### config.mk
export PLATFORM = sky130hd
export DESIGN_NAME = spike_packet_driver
export DESIGN_NICKNAME = d
export VERILOG_FILES = /design/src/rtl/spike_packet_driver.sv
export SDC_FILE = /design/constraint.sdc
export NUM_CORES = 1
export LEC_CHECK = 0
export BUFFER_PORTS_ARGS = -buffer_cell sky130_fd_sc_hd__buf_4
export CORE_MARGIN = 10
export CORE_UTILIZATION = 48
export DETAILED_ROUTE_END_ITERATION = 10
export PLACE_DENSITY = 0.77
export SYNTH_ARGS = -nofsm -noshare
export SYNTH_HDL_FRONTEND = slang
export SYNTH_SLANG_ARGS = --single-unit
### constraint.sdc
create_clock -name clk -period 2.7 [get_ports clk]
set_input_delay 0.135 -clock clk [delete_from_list [all_inputs] [get_ports clk]]
set_output_delay 0.135 -clock clk [all_outputs]
set_load 0.005 [all_outputs]
### src/rtl/spike_packet_driver.sv
// Spike packet driver: queues {last, axon} packets and turns each into Wishbone axon-select
// writes, plus an end-of-picture write when last is set. Macro SPIKE_DRV_ACK_TIMEOUT_EN adds an ack timeout.
module spike_packet_driver #(
    parameter logic [31:0] CHOOSE_WEIGHT_BASE = 32'h30000800,
    parameter logic [31:0] DONE_PIC_ADDR      = 32'h30000840,
    parameter logic [7:0]  ACK_TIMEOUT        = 8'd255
) (
    input  logic        clk,
    input  logic        rst,
    input  logic        in_valid,
    output logic        in_ready,
    input  logic [7:0]  in_axon,
    input  logic        in_last,
    output logic        wbm_cyc_o,
    output logic        wbm_stb_o,
    output logic        wbm_we_o,
    output logic [3:0]  wbm_sel_o,
    output logic [31:0] wbm_adr_o,
    output logic [31:0] wbm_dat_o,
    input  logic        wbm_ack_i,
    input  logic [31:0] wbm_dat_i,
    output logic        busy,
    output logic [15:0] pic_count,
    output logic        timeout_err
);

    localparam logic [1:0] S_IDLE  = 2'd0;
    localparam logic [1:0] S_SPIKE = 2'd1;
    localparam logic [1:0] S_DONE  = 2'd2;
    localparam logic [1:0] S_GAP   = 2'd3;

    logic [8:0]  fifo_mem_q [0:7];
    logic [2:0]  wr_ptr_q, wr_ptr_d;
    logic [2:0]  rd_ptr_q, rd_ptr_d;
    logic [3:0]  count_q, count_d;
    logic        rdy_en_q;

    logic [1:0]  state_q, state_d;
    logic        cyc_q, cyc_d;
    logic [31:0] adr_q, adr_d;
    logic [31:0] dat_q, dat_d;
    logic        last_q, last_d;
    logic [15:0] pic_q, pic_d;

    logic        push, pop, ack, tmo_hit;
    logic [8:0]  head;
    logic        unused_dat;

    // Ready looks only at registered occupancy, so a same-cycle pop never admits a ninth entry.
    assign in_ready = rdy_en_q && (count_q < 4'd8);
    assign push     = in_valid && in_ready;
    assign pop      = (state_q == S_IDLE) && (count_q != 4'd0);
    assign head     = fifo_mem_q[rd_ptr_q];
    assign ack      = cyc_q && wbm_ack_i;

    assign unused_dat = ^{wbm_dat_i, ACK_TIMEOUT};

    always_ff @(posedge clk) begin
        if (push) begin
            fifo_mem_q[wr_ptr_q] <= {in_last, in_axon};
        end
    end

    always_comb begin
        wr_ptr_d = push ? wr_ptr_q + 3'd1 : wr_ptr_q;
        rd_ptr_d = pop  ? rd_ptr_q + 3'd1 : rd_ptr_q;
        count_d  = count_q;
        case ({push, pop})
            2'b10:   count_d = count_q + 4'd1;
            2'b01:   count_d = count_q - 4'd1;
            default: count_d = count_q;
        endcase
    end

`ifdef SPIKE_DRV_ACK_TIMEOUT_EN
    logic [7:0] tmo_cnt_q, tmo_cnt_d;
    logic       tmo_err_q, tmo_err_d;

    assign tmo_hit = cyc_q && !wbm_ack_i && (tmo_cnt_q == ACK_TIMEOUT - 8'd1);

    always_comb begin
        tmo_cnt_d = tmo_cnt_q;
        tmo_err_d = tmo_err_q;
        if (!cyc_q || wbm_ack_i || tmo_hit) begin
            tmo_cnt_d = '0;
        end else begin
            tmo_cnt_d = tmo_cnt_q + 8'd1;
        end
        if (tmo_hit) begin
            tmo_err_d = 1'b1;
        end
    end

    always_ff @(posedge clk) begin
        if (rst) begin
            tmo_cnt_q <= '0;
            tmo_err_q <= 1'b0;
        end else begin
            tmo_cnt_q <= tmo_cnt_d;
            tmo_err_q <= tmo_err_d;
        end
    end

    assign timeout_err = tmo_err_q;
`else
    assign tmo_hit     = 1'b0;
    assign timeout_err = 1'b0;
`endif

    always_comb begin
        state_d = state_q;
        cyc_d   = cyc_q;
        adr_d   = adr_q;
        dat_d   = dat_q;
        last_d  = last_q;
        pic_d   = pic_q;
        case (state_q)
            S_IDLE: begin
                if (pop) begin
                    state_d = S_SPIKE;
                    cyc_d   = 1'b1;
                    adr_d   = CHOOSE_WEIGHT_BASE + {26'd0, head[7:4], 2'b00};
                    dat_d   = 32'd1 << head[3:0];
                    last_d  = head[8];
                end
            end
            S_SPIKE: begin
                if (ack || tmo_hit) begin
                    cyc_d   = 1'b0;
                    state_d = last_q ? S_DONE : S_GAP;
                end
            end
            S_DONE: begin
                // DONE is entered with cyc low; its first cycle issues the end-of-picture write.
                if (!cyc_q) begin
                    cyc_d = 1'b1;
                    adr_d = DONE_PIC_ADDR;
                    dat_d = 32'h1;
                end else if (ack) begin
                    cyc_d   = 1'b0;
                    pic_d   = pic_q + 16'd1;
                    state_d = S_GAP;
                end else if (tmo_hit) begin
                    cyc_d   = 1'b0;
                    state_d = S_GAP;
                end
            end
            default: begin
                state_d = S_IDLE;
            end
        endcase
    end

    always_ff @(posedge clk) begin
        if (rst) begin
            wr_ptr_q <= '0;
            rd_ptr_q <= '0;
            count_q  <= '0;
            rdy_en_q <= 1'b0;
            state_q  <= S_IDLE;
            cyc_q    <= 1'b0;
            adr_q    <= '0;
            dat_q    <= '0;
            last_q   <= 1'b0;
            pic_q    <= '0;
        end else begin
            wr_ptr_q <= wr_ptr_d;
            rd_ptr_q <= rd_ptr_d;
            count_q  <= count_d;
            rdy_en_q <= 1'b1;
            state_q  <= state_d;
            cyc_q    <= cyc_d;
            adr_q    <= adr_d;
            dat_q    <= dat_d;
            last_q   <= last_d;
            pic_q    <= pic_d;
        end
    end

    assign wbm_cyc_o = cyc_q;
    assign wbm_stb_o = cyc_q;
    assign wbm_we_o  = cyc_q;
    assign wbm_sel_o = cyc_q ? 4'hF : 4'h0;
    assign wbm_adr_o = adr_q;
    assign wbm_dat_o = dat_q;
    assign pic_count = pic_q;
    assign busy      = (state_q != S_IDLE) || (count_q != 4'd0);

endmodule

# After elaboration in Yosys (flattened, before gate mapping)
# Memories as Yosys holds them, arrays and structs flattened. A register that Yosys moved wholly into a read port is not among the register bits.
# Index checks and enable logic that the tools add are counted.
word_totals:
  romBits: 0
  mem_count: 1
  wordCells: 68
  latchBits: 0
  in_bits: 45
  ram_bits: 72
  register_bits: 95
op_classes:
  mul: 0
  mux: 24
  reduce_logical: 16
  n_eq_ne: 9
  n_addsub: 6
  n_bitwise: 0
  shifts: 1
  n_div: 0
  order_cmp: 1
memory_table:
  columns: ["memory", "words", "word_bits", "rd", "rd_ports_with_merged_regs", "write_ports", "line_no", "text"]
  rows:
  - ["fifo_mem_q", 8, 9, 1, 1, 1, "32", "logic [8:0] fifo_mem_q [0:7];"]
op_table:
  columns: ["cell", "count"]
  rows:
  - ["32-bit 2-to-1 mux", 4]
  - ["32-bit one-hot mux with 2 select lines", 2]
  - ["1-bit by 4-bit left shift with 32-bit output (first input constant)", 1]
  - ["30-bit by 6-bit adder with 31-bit output (first input constant)", 1]
  - ["16-bit by 1-bit adder with 16-bit output (second input constant)", 1]
  - ["2-bit inequality test (second input constant)", 5]
  - ["3-bit AND reduction", 3]
  - ["1-bit 2-to-1 mux", 8]
  - ["2-bit 2-to-1 mux", 4]
  - ["4-bit one-hot mux with 2 select lines", 1]
  - ["3-bit by 1-bit adder with 3-bit output (second input constant)", 2]
  - ["3-bit 2-to-1 mux", 2]
  - ["2-bit one-hot mux with 3 select lines", 1]
  - ["2-bit nonzero test", 3]
  - ["4-bit by 1-bit adder with 4-bit output (second input constant)", 1]
  - ["2-bit by 1-bit == test with 1-bit output (second input constant)", 2]
  - ["2-bit == test (second input constant)", 2]
  - ["1-bit logical AND", 4]
  - ["4-bit < comparator (second input constant)", 1]
  - ["4-bit 2-to-1 mux", 1]
  - ["4-bit AND reduction", 1]
  - ["4-bit nonzero test", 1]
  - ["4-bit by 1-bit subtractor with 4-bit output (second input constant)", 1]
  - ["1-bit one-hot mux with 3 select lines", 1]
  - ["4 further kinds", 4]

# Longest topological paths before layout
# Gate-level depths: netlist of run 1.
logic_depth:
  depth_word: 5
  depth_mapped: 11
  ltp_nobuf: 10

# Worst setup path after synthesis of run 1
# Ideal clock, no wire load.
synth_path:
  path_type: "reg2reg"
  from: "reg state_q[0]"
  to: "reg count_q[2]"
  period_less_slack_ps: 2218
  setup_time_ps: 70
  arrival_time_ps: 2148
  stages_incl_launch_ff: 12
  setup_slack_ps: 482
  path_cell_list: "dfxtp_1 -> inv_1 -> ha_1 -> o41a_1 -> buf_6 -> ha_1 -> xor2_1 -> ha_1 -> a21oi_1 -> xor2_1 -> or3_1 -> a21oi_1"
synth_between:
  elab_chain_len: 4
synth_rtl:
  columns: ["item", "line_no", "text"]
  rows:
  - ["start, declared", "38", "logic [1:0] state_q, state_d;"]
  - ["start signal, assigned", "171", "state_q <= state_d;"]
  - ["2-bit zero test *", "52", "assign pop = (state_q == S_IDLE) && (count_q != 4'd0);"]
  - ["1-bit logical AND *", "52", null]
  - ["via pop", "45", "logic push, pop, ack, tmo_hit;"]
  - ["2-bit by 1-bit == test with 1-bit output or 2-bit == test (tied branches)", "68", "case ({push, pop})"]
  - ["4-bit one-hot mux with 2 select lines or 2-bit nonzero test (tied branches)", null, null]
  - ["end signal, assigned", "169", "count_q <= count_d;"]
  - ["end, declared", "35", "logic [3:0] count_q, count_d;"]
# Mark *: on every way through the listed nets, which the timed path passes. The rest lies on a longest branch.
# A chain may end at the register's enable or synchronous reset.

# Worst setup path after layout of run 1
layout_path:
  from: "reg state_q[0]"
  to: "reg count_q[2]"
layout_between:
  elab_chain_len: 4
layout_rtl:
  columns: ["item", "line_no"]
  rows:
  - ["2-bit zero test *", "52"]
  - ["1-bit logical AND *", "52"]
  - ["2-bit by 1-bit == test with 1-bit output or 2-bit == test (tied branches)", "68"]
  - ["4-bit one-hot mux with 2 select lines or 2-bit nonzero test (tied branches)", null]
# Mark *: on every way between the ends. The rest lies on a longest branch, timed or not.

==> metrics.md, run 1 <==
| Metric | Value |
|---|---|
| Largest net degree at the start of global routing | between 40 and 50 |
| CP Data Arrival Time | 2690 ps |
| Via count of the first global-routing pass | about 3400 |
| Total placed cells including tap cells | between 600 and 700 |
| Initial core utilization | 0.4862 |
| Number of top-level pins | around 140 |
| Clk root buf | sky130_fd_sc_hd__clkbuf_16 |
| Syn Area/Cell | 12.71 µm² |
| EDFF count, synth | 72 |
| Vias per std cell | about 5.1 |
| Area of the die | about 16000 µm² |
| Number of sinks on the clock net | 128 |
| DRC violations left | 0 |
| Synthesized area | about 5500 µm² |
| PnR Total Power | between 6 and 7 mW |
| Area inside the core boundary | about 11000 µm² |
| Most common cell after layout, fill and taps aside | sky130_fd_sc_hd__buf_4 |
| Final antenna-violating net count | 0 |
| Count of TritonRoute iterations in the first routing pass | 4 |
| VDD IR max | 0.5723 mV |
| Status | complete, no violations |
| Count of unique library cells instantiated by Yosys | 44 |
| Hold violation count in the final report | 0 |
| Clock Latency Late Sink | about 410 ps |
| Synth Instances | 433 |
| Worst-case clock buffer depth | 2 |
| Count of H-tree levels built during CTS | 4 |
| Number of max-slew violations in the final report | 0 |
| Number of buffers added on ports | 61 |
| Cell Count, Final, Fillers Out | approximately 670 |
| Most used flip-flop cell after synthesis | sky130_fd_sc_hd__edfxtp_1 |
| Violation count after the first detailed-route iteration | ~180 |
| RSZ-0062 raised after global routing | no |
| Pin slew with the least headroom to its limit | ~720 ps |
| Data required time at the worst endpoint | roughly 3000 ps |
| Filler cells | between 900 and 1000 |
| Placed wire-length estimate | roughly 7.7 mm |
| Cell Pwr Density | 955.2 nW/µm² |
| Type of the setup path with the least slack | reg2reg |
| Overflow left after global routing | 0 |
| Area growth from synthesis to final layout | 20.03% |
| Ant diodes | 0 |
| Minimum hold slack | about 84 ps |
| Leading cell types in the layout, fill and taps excluded | sky130_fd_sc_hd__buf_4 (73), sky130_fd_sc_hd__edfxtp_1 (72), sky130_fd_sc_hd__dfxtp_1 (56) |
| Clock edge transition at the registers on the reported setup and hold paths | roughly 60 ps |
| Category of the worst setup path launch point | register |
| Cell leakage power | roughly 2.5 nW |
| Setup-failing EPs final | 0 |
| Row count | 39 |
| Count of max-cap constraint violations | 0 |
| Number of antenna violations at the first check in global routing | 0 |
| Multi-input gate area | approximately 1900 µm² |
| Register area share after synthesis | 0.5965 |
| Finished Cell Area | around 6600 µm² |
| Synth warn | 0 |
| Fin Clk Skew | 9.071 ps |
| TritonCTS clock tree | yes |
| Global-route wire length before repair | roughly 17 mm |
| Vias post-DR | 3387 |
| Setup fix buffers added after clock tree synthesis | 0 |
| Fraction of the cycle the final worst path needs | 0.8682 |
| Weighted congestion reported at the end of routability-driven placement | 0.7772 |
| Cell area after placement | between 5000 and 6000 µm² |
| Register area | ~3300 µm² |
| Per-cell routed wire length | 16.51 µm |
| Class of the worst hold path | in2reg |
| Chip Width | between 100 and 150 µm |
| Proportion of layout cells with a drive suffix above 1 | 0.2319 |
| CP max FO | 6 |
| Async set-or-reset flop fraction in the synthesized netlist | 0 |
| Maximum achievable frequency | ~430 MHz |
| Total wire length | between 10 and 15 mm |
| Die H | 127.1 µm |
| Seq cells post-synth | 128 |
| Worst relative slew slack | 0.5162 |
| Number of clock buffers inserted by TritonCTS | 17 |
| Number of nets at the end of the flow | 569 |
| Type of element capturing the critical path | register |
| Overall routing resource usage | 0.1375 |
| Min cycle time layout | approximately 2300 ps |
| Summed negative setup slack over all endpoints | 0 ps |
==> report_power, final <==
part / switching [mW] / total, mW / internal, mW
clock network: 0.789 / 2.21 / 1.42
registers: 0.178 / 2.40 / 2.23
logic: 0.893 / 1.70 / 0.808
total: 1.86 / 6.31 / 4.45
==> synth_stat cells (2+ instances only) <==
cell type	number	area, µm²
sky130_fd_sc_hd__a211oi_1	2	15.01
sky130_fd_sc_hd__a21oi_1	18	90.09
sky130_fd_sc_hd__and2_1	4	25.02
sky130_fd_sc_hd__and4_1	3	26.28
sky130_fd_sc_hd__buf_4	51	382.9
sky130_fd_sc_hd__buf_6	4	45.04
sky130_fd_sc_hd__clkbuf_1	4	15.01
sky130_fd_sc_hd__dfxtp_1	56	1121
sky130_fd_sc_hd__edfxtp_1	72	2162
sky130_fd_sc_hd__ha_1	11	137.6
sky130_fd_sc_hd__inv_1	6	22.52
sky130_fd_sc_hd__mux2i_1	17	170.2
sky130_fd_sc_hd__mux4_1	3	78.83
sky130_fd_sc_hd__mux4_2	13	292.8
sky130_fd_sc_hd__nand2_1	30	112.6
sky130_fd_sc_hd__nand2b_1	10	62.56
sky130_fd_sc_hd__nand3_1	7	35.03
sky130_fd_sc_hd__nand3b_1	6	45.04
sky130_fd_sc_hd__nand4_1	4	25.02
sky130_fd_sc_hd__nor2_1	48	180.2
sky130_fd_sc_hd__nor3_1	4	20.02
sky130_fd_sc_hd__nor4_1	2	12.51
sky130_fd_sc_hd__o21ai_0	17	85.08
sky130_fd_sc_hd__or3_1	3	18.77
sky130_fd_sc_hd__xnor2_1	8	70.07
sky130_fd_sc_hd__xor2_1	12	105.1
==> kinds of logic after synthesis <==
group           count (synthesis)  share of synthesized area
simple gates                  130                     0.1180
xor+xnor                       20                    0.03183
fa+ha+maj                      11                    0.02501
compound gates                 43                    0.04342
other cells                     1                  0.0006813
mux                            33                    0.09843
flops                         128                     0.5965
buf+inv                        67                    0.08615
==> layout make-up <==
class / instances / area share
sequential: 128 / 0.4970
clock inverter: 8 / 0.01117
clock buffer: 24 / 0.07765
multi-input combinational: 278 / 0.2871
timing repair buffer: 82 / 0.09659
tap: 143 / 0.02708
inverter: 6 / 0.003409
==> path summary, 6_finish.rpt <==
check | start | end | slack (ps) | depth (start not counted)
setup / recovery | state_q[0]$_SDFFE_PP0P_ | count_q[2]$_SDFFE_PP0P_ | 360 | 10
hold / removal | wbm_ack_i | wbm_cyc_o$_SDFFE_PP0P_ | 80 | 4
setup reg to reg | state_q[0]$_SDFFE_PP0P_ | count_q[2]$_SDFFE_PP0P_ | 360 | 10
hold reg to reg | wbm_dat_o[6]$_SDFFE_PP0P_ | wbm_dat_o[6]$_SDFFE_PP0P_ | 450 | 2
==> metrics by stage <==
stage	utilization	worst slack [ps]
floorplan	-	481.6
global placement	0.5238	493.1
detailed placement	0.5238	364.5
CTS	0.5836	335.3
global route	0.5836	177.9
finish	0.5836	355.9
==> sequential cells by signal, indices dropped and copies added, names as in the netlist, named ones only <==
register	cells
count_q	4
fifo_mem_q	72
last_q	1
pic_count	16
rd_ptr_q	3
rdy_en_q	1
state_q	2
wbm_adr_o	6
wbm_cyc_o	1
wbm_dat_o	16
wr_ptr_q	3
==> worst max-delay path, cell delays in order, from the launching register on <==
cell and delay (ps):
sky130_fd_sc_hd__dfxtp_1 410, sky130_fd_sc_hd__inv_1 90, sky130_fd_sc_hd__ha_1 280, sky130_fd_sc_hd__o41a_1 170, sky130_fd_sc_hd__ha_1 270, sky130_fd_sc_hd__xor2_1 170
sky130_fd_sc_hd__ha_1 190, sky130_fd_sc_hd__a21oi_1 150, sky130_fd_sc_hd__xor2_1 100, sky130_fd_sc_hd__or3_1 310, sky130_fd_sc_hd__a21oi_1 140
==> per-layer routing <==
metal,global-route usage,share of wire,wire [µm]
met1,0.1529,0.42,4597
met2,0.2263,0.49,5419
met3,0.06038,0.083,916
met4,0.05626,0.010,113
met5,0,0,0
==> timing repair <==
| action | 4_1_cts | 5_1_grt |
|---|---|---|
| hold endpoints to repair | 72 | 0 |
| hold buffers | 9 | 0 |
| gates resized for setup | 0 | 0 |
Note: power is estimated with default switching activity, not from simulation.
==> run 2, diff against run 1 <==
Settings changed: ABC_AREA from default to 1, PLACE_DENSITY 0.77 to default, PLACE_DENSITY_LB_ADDON from default to 0.1.
==> run 2 against run 1 <==
Effect of this change: design area is 6.1% higher; non-clock buffer count is 2 higher; count of clock-buffer cells in the layout is 4 lower; via count is 30% higher; first-iteration DRC count is 70% higher; clock skew is 3.6 ps lower; power is 4.7% higher; clock power is 6% higher; register-to-register slack better by 110 ps; sequential power hardly changed; critical path type unchanged; highest routed layer unchanged.
==> metrics.md, run 2 <==
| Metric | Value |
|---|---|
| Fin Clk Skew | 5.422 ps (was 9.071 ps) |
| Area of the die | 17090 µm² (was 16150 µm²) |
| Setup fix buffers added after clock tree synthesis | 0 (unchanged) |
| Seq cells post-synth | 128 (unchanged) |
| Clk root buf | sky130_fd_sc_hd__clkbuf_16 (unchanged) |
| Number of cells on the worst reg-to-reg path | 11 (was 10) |
| Worst reg2reg path startpoint | state_q[0]$_SDFFE_PP0P_ (unchanged) |
| Summed negative setup slack over all endpoints | 0 ps (unchanged) |
| Util after Layout | 0.5835 (was 0.5836) |
| Number of buffers added on ports | 61 (unchanged) |
| Violation count after the first detailed-route iteration | 305 (was 179) |
| Clock edge transition at the registers on the reported setup and hold paths | 50 ps (was 60 ps) |
| Number of antenna violations at the first check in global routing | 0 (unchanged) |
| Pin slew with the least headroom to its limit | 669.7 ps (was 724.7 ps) |
| Cell area after placement | 6307 µm² (was 5929 µm²) |
| Number of nets at the end of the flow | 768 (was 569) |
| Synth warn | 0 (unchanged) |
| Hold violation count in the final report | 0 (unchanged) |
| Number of buffers added to fix hold violations after cts | 9 (unchanged) |
| Worst relative slew slack | 0.5530 (was 0.5162) |
| VDD IR max | 0.4784 mV (was 0.5723 mV) |
| Resized cells post-CTS | 0 (unchanged) |
| Number of sinks on the clock net | 128 (unchanged) |
| TritonCTS clock tree | yes (unchanged) |
| DRC violations left | 0 (unchanged) |
| Family of cells with the greatest summed delay on the critical path | adder cells (unchanged) |
| Largest reg by FF count | fifo_mem_q (unchanged) |
| Category of the worst setup path launch point | register (unchanged) |
| Most common cell after layout, fill and taps aside | sky130_fd_sc_hd__nand2_1 (was sky130_fd_sc_hd__buf_4) |
| Data required time at the worst endpoint | 3000 ps (was 3040 ps) |
| Cell Pwr Density | 942.8 nW/µm² (was 955.2 nW/µm²) |
| Number of max-slew violations in the final report | 0 (unchanged) |
| Most frequent cells after synthesis | sky130_fd_sc_hd__nand2_1 (107), sky130_fd_sc_hd__edfxtp_1 (72), sky130_fd_sc_hd__nor2_1 (69), sky130_fd_sc_hd__inv_1 (61), sky130_fd_sc_hd__dfxtp_1 (56) (was sky130_fd_sc_hd__edfxtp_1 (72), sky130_fd_sc_hd__dfxtp_1 (56), sky130_fd_sc_hd__buf_4 (51), sky130_fd_sc_hd__nor2_1 (48), sky130_fd_sc_hd__nand2_1 (30)) |
| Vias per std cell | 5.033 (was 5.063) |
| Area leader, netlist | sky130_fd_sc_hd__edfxtp_1 (unchanged) |
| Filler cells | 1108 (was 902) |
| Setup-failing EPs final | 0 (unchanged) |
| RSZ-0062 raised after global routing | no (unchanged) |
| Via count of the first global-routing pass | 4079 (was 3448) |
| Most used flip-flop cell after synthesis | sky130_fd_sc_hd__edfxtp_1 (unchanged) |
| Max reg flops | 72 (unchanged) |
| EDFF count, synth | 72 (unchanged) |
| Met1 routed wirelength after detailed routing | 5.585 mm (was 4.597 mm) |
| Post-synth top area share | 0.3674 (was 0.3928) |
| Overflow left after global routing | 0 (unchanged) |
| Vias post-DR | 4389 (was 3387) |
| Largest net degree at the start of global routing | 38 (was 42) |
| Per-cell routed wire length | 14.81 µm (was 16.51 µm) |
| Placed wire-length estimate | 8.933 mm (was 7.736 mm) |
| Initial core utilization | 0.4899 (was 0.4862) |
| Met2 wirelength from detailed routing | 6.323 mm (was 5.419 mm) |
| Count of H-tree levels built during CTS | 4 (unchanged) |
| WHS Path Cells | 2 (was 4) |
| Global-route wire length before repair | 20.11 mm (was 17.50 mm) |
| End point of the worst hold path | wbm_adr_o[28]$_SDFFE_PP0P_ (was wbm_cyc_o$_SDFFE_PP0P_) |
| Overall routing resource usage | 0.1505 (was 0.1375) |
| Proportion of layout cells with a drive suffix above 1 | 0.1683 (was 0.2319) |
| Highest metal layer used by the detailed router | met4 (unchanged) |
| Worst slack at placement | 529.8 ps (was 364.5 ps) |
| Chip Width | 130.7 µm (was 127.1 µm) |
| Top cells by area in the synthesized netlist | sky130_fd_sc_hd__edfxtp_1 (37%), sky130_fd_sc_hd__dfxtp_1 (19%), sky130_fd_sc_hd__nand2_1 (6.8%), sky130_fd_sc_hd__buf_4 (6.5%), sky130_fd_sc_hd__nor2_1 (4.4%) (was sky130_fd_sc_hd__edfxtp_1 (39%), sky130_fd_sc_hd__dfxtp_1 (20%), sky130_fd_sc_hd__buf_4 (7.0%), sky130_fd_sc_hd__mux4_2 (5.3%), sky130_fd_sc_hd__nor2_1 (3.3%)) |
| Largest stage delay, worst path | 400 ps (was 410 ps) |
| Die H | 130.7 µm (was 127.1 µm) |
| Final worst setup slack | 465.5 ps (was 355.9 ps) |
| Worst-case clock buffer depth | 2 (unchanged) |
| Met3 routed wirelength | 863 µm (was 916 µm) |
| Count of TritonRoute iterations in the first routing pass | 5 (was 4) |
| Number of buffers and inverters on the critical path | 3 (was 1) |
| Weighted congestion reported at the end of routability-driven placement | 0.7880 (was 0.7772) |
| CP Data Arrival Time | 2540 ps (was 2690 ps) |
| Number of top-level pins | 135 (unchanged) |
| Most common cell in the netlist | sky130_fd_sc_hd__nand2_1 (was sky130_fd_sc_hd__edfxtp_1) |
| Min cycle time layout | 2234 ps (was 2344 ps) |
| Class of the worst hold path | in2reg (unchanged) |
| Row count | 40 (was 39) |
| Count of max-cap constraint violations | 0 (unchanged) |
| Crit-path slowest cell | sky130_fd_sc_hd__dfxtp_1 (unchanged) |
| List of cells traversed by the critical path | inv_1 > ha_1 > nand2_2 > inv_1 > ha_1 > xor2_1 > ha_1 > a21oi_1 > xnor2_1 > o21ai_0 > inv_1 (was inv_1 > ha_1 > o41a_1 > ha_1 > xor2_1 > ha_1 > a21oi_1 > xor2_1 > or3_1 > a21oi_1) |
| Reg-to-reg slack, setup | 470 ps (was 360 ps) |
| Area growth from synthesis to final layout | 19.12% (was 20.03%) |
| Total wire length | 12.91 mm (was 11.05 mm) |
| Cell leakage power | 2.872 nW (was 2.520 nW) |
| Clock Latency Late Sink | 410 ps (about the same) |
| Final antenna-violating net count | 0 (unchanged) |
| Number of clock buffers inserted by TritonCTS | 17 (unchanged) |
| Leading cell types in the layout, fill and taps excluded | sky130_fd_sc_hd__nand2_1 (107), sky130_fd_sc_hd__buf_4 (75), sky130_fd_sc_hd__edfxtp_1 (72) (was sky130_fd_sc_hd__buf_4 (73), sky130_fd_sc_hd__edfxtp_1 (72), sky130_fd_sc_hd__dfxtp_1 (56)) |
| Maximum achievable frequency | 447.5 MHz (was 426.6 MHz) |
| Count of unique library cells instantiated by Yosys | 32 (was 44) |
| Syn Area/Cell | 9.238 µm² (was 12.71 µm²) |
| Type of the setup path with the least slack | reg2reg (unchanged) |
| Status | complete, no violations (unchanged) |
| HP Start | rst (was wbm_ack_i) |
| Type of element capturing the critical path | register (unchanged) |
| Reg-to-reg endpoint | count_q[2]$_SDFFE_PP0P_ (unchanged) |
| Finished Cell Area | 7009 µm² (was 6606 µm²) |
| Fraction of the cycle the final worst path needs | 0.8276 (was 0.8682) |
| Register area share after synthesis | 0.5579 (was 0.5965) |
| Synthesized area | 5884 µm² (was 5504 µm²) |
| CP max FO | 7 (was 6) |
| PnR Total Power | 6.609 mW (was 6.310 mW) |
| Async set-or-reset flop fraction in the synthesized netlist | 0 (unchanged) |
| Area inside the core boundary | 12010 µm² (was 11320 µm²) |
| Ant diodes | 0 (unchanged) |
| Synth Instances | 637 (was 433) |
run 2: cell types whose count changed in the layout (fill, tap and decap cells not counted), sizes merged, moves of 11 or more:
cell and change:
a21oi +28, inv +56, mux2i -17, mux4 -16
nand2 +79, nand2b -11, nand3 +44, nor2 +30
o21ai +31
run 2: final cells by class:
cell class	count	area, µm²	share of cell area
clock buffers	20	446.7	0.06373
clock inverters	12	165.2	0.02356
inverters	64	240.2	0.03427
multi-input cells	417	2037	0.2906
flip-flops and latches	128	3283	0.4684
well taps	147	183.9	0.02624
repair buffers	84	653.1	0.09318
run 2: worst max path at each step:
stage	slack, ps	to	start	cells past startpoint
6_report	470	count_q[2]$_SDFFE_PP0P_	state_q[0]$_SDFFE_PP0P_	11
5_1_grt	280	count_q[2]$_SDFFE_PP0P_	state_q[0]$_SDFFE_PP0P_	11
4_1_cts	520	count_q[2]$_SDFFE_PP0P_	state_q[0]$_SDFFE_PP0P_	11
3_5_place_dp	530	count_q[2]$_SDFFE_PP0P_	state_q[0]$_SDFFE_PP0P_	11
3_3_place_gp	610	count_q[2]$_SDFFE_PP0P_	state_q[0]$_SDFFE_PP0P_	11
2_1_floorplan	740	count_q[2]$_SDFFE_PP0P_	state_q[0]$_SDFFE_PP0P_	11
run 2: per-stage QoR:
| step | hold slack [ps] | instances |
|---|---|---|
| after floorplan | 233.9 | 677 |
| after global placement | 366.9 | 831 |
| after detailed placement | 370.7 | 831 |
| after CTS | 115.5 | 872 |
| after global routing | 133.5 | 872 |
| final | 123.4 | 872 |
run 2: per-layer routing:
metal / up-vias / track usage
li1: 2195 / -
met1: 2054 / 0.1839
met2: 126 / 0.2495
met3: 14 / 0.04190
met4: 0 / 0.05363
met5: - / 0
run 2: power breakdown:
group | switching (mW) | internal [mW]
Combinational | 1.21 | 0.673
Clock | 0.798 | 1.56
Sequential | 0.125 | 2.24
run 2: worst register-to-register path, stage by stage (launching register included):
cell,delay (ps)
sky130_fd_sc_hd__dfxtp_1,400
sky130_fd_sc_hd__inv_1,100
sky130_fd_sc_hd__ha_1,250
sky130_fd_sc_hd__nand2_2,140
sky130_fd_sc_hd__inv_1,130
sky130_fd_sc_hd__ha_1,260
sky130_fd_sc_hd__xor2_1,180
sky130_fd_sc_hd__ha_1,200
sky130_fd_sc_hd__a21oi_1,160
sky130_fd_sc_hd__xnor2_1,100
sky130_fd_sc_hd__o21ai_0,170
sky130_fd_sc_hd__inv_1,50
run 2: cell families (layout without fill, tap and decap cells):
logic type,Yosys count,in the layout,synth area share
xor gates and xnor gates,4,4,0.005955
and+or+nand+nor,253,253,0.1918
adders and majority gates,11,11,0.02339
buffers and inverters,132,180,0.1214
DFF,128,128,0.5579
AOI/OAI and AO/OA,108,108,0.09888
other,1,41,0.0006373
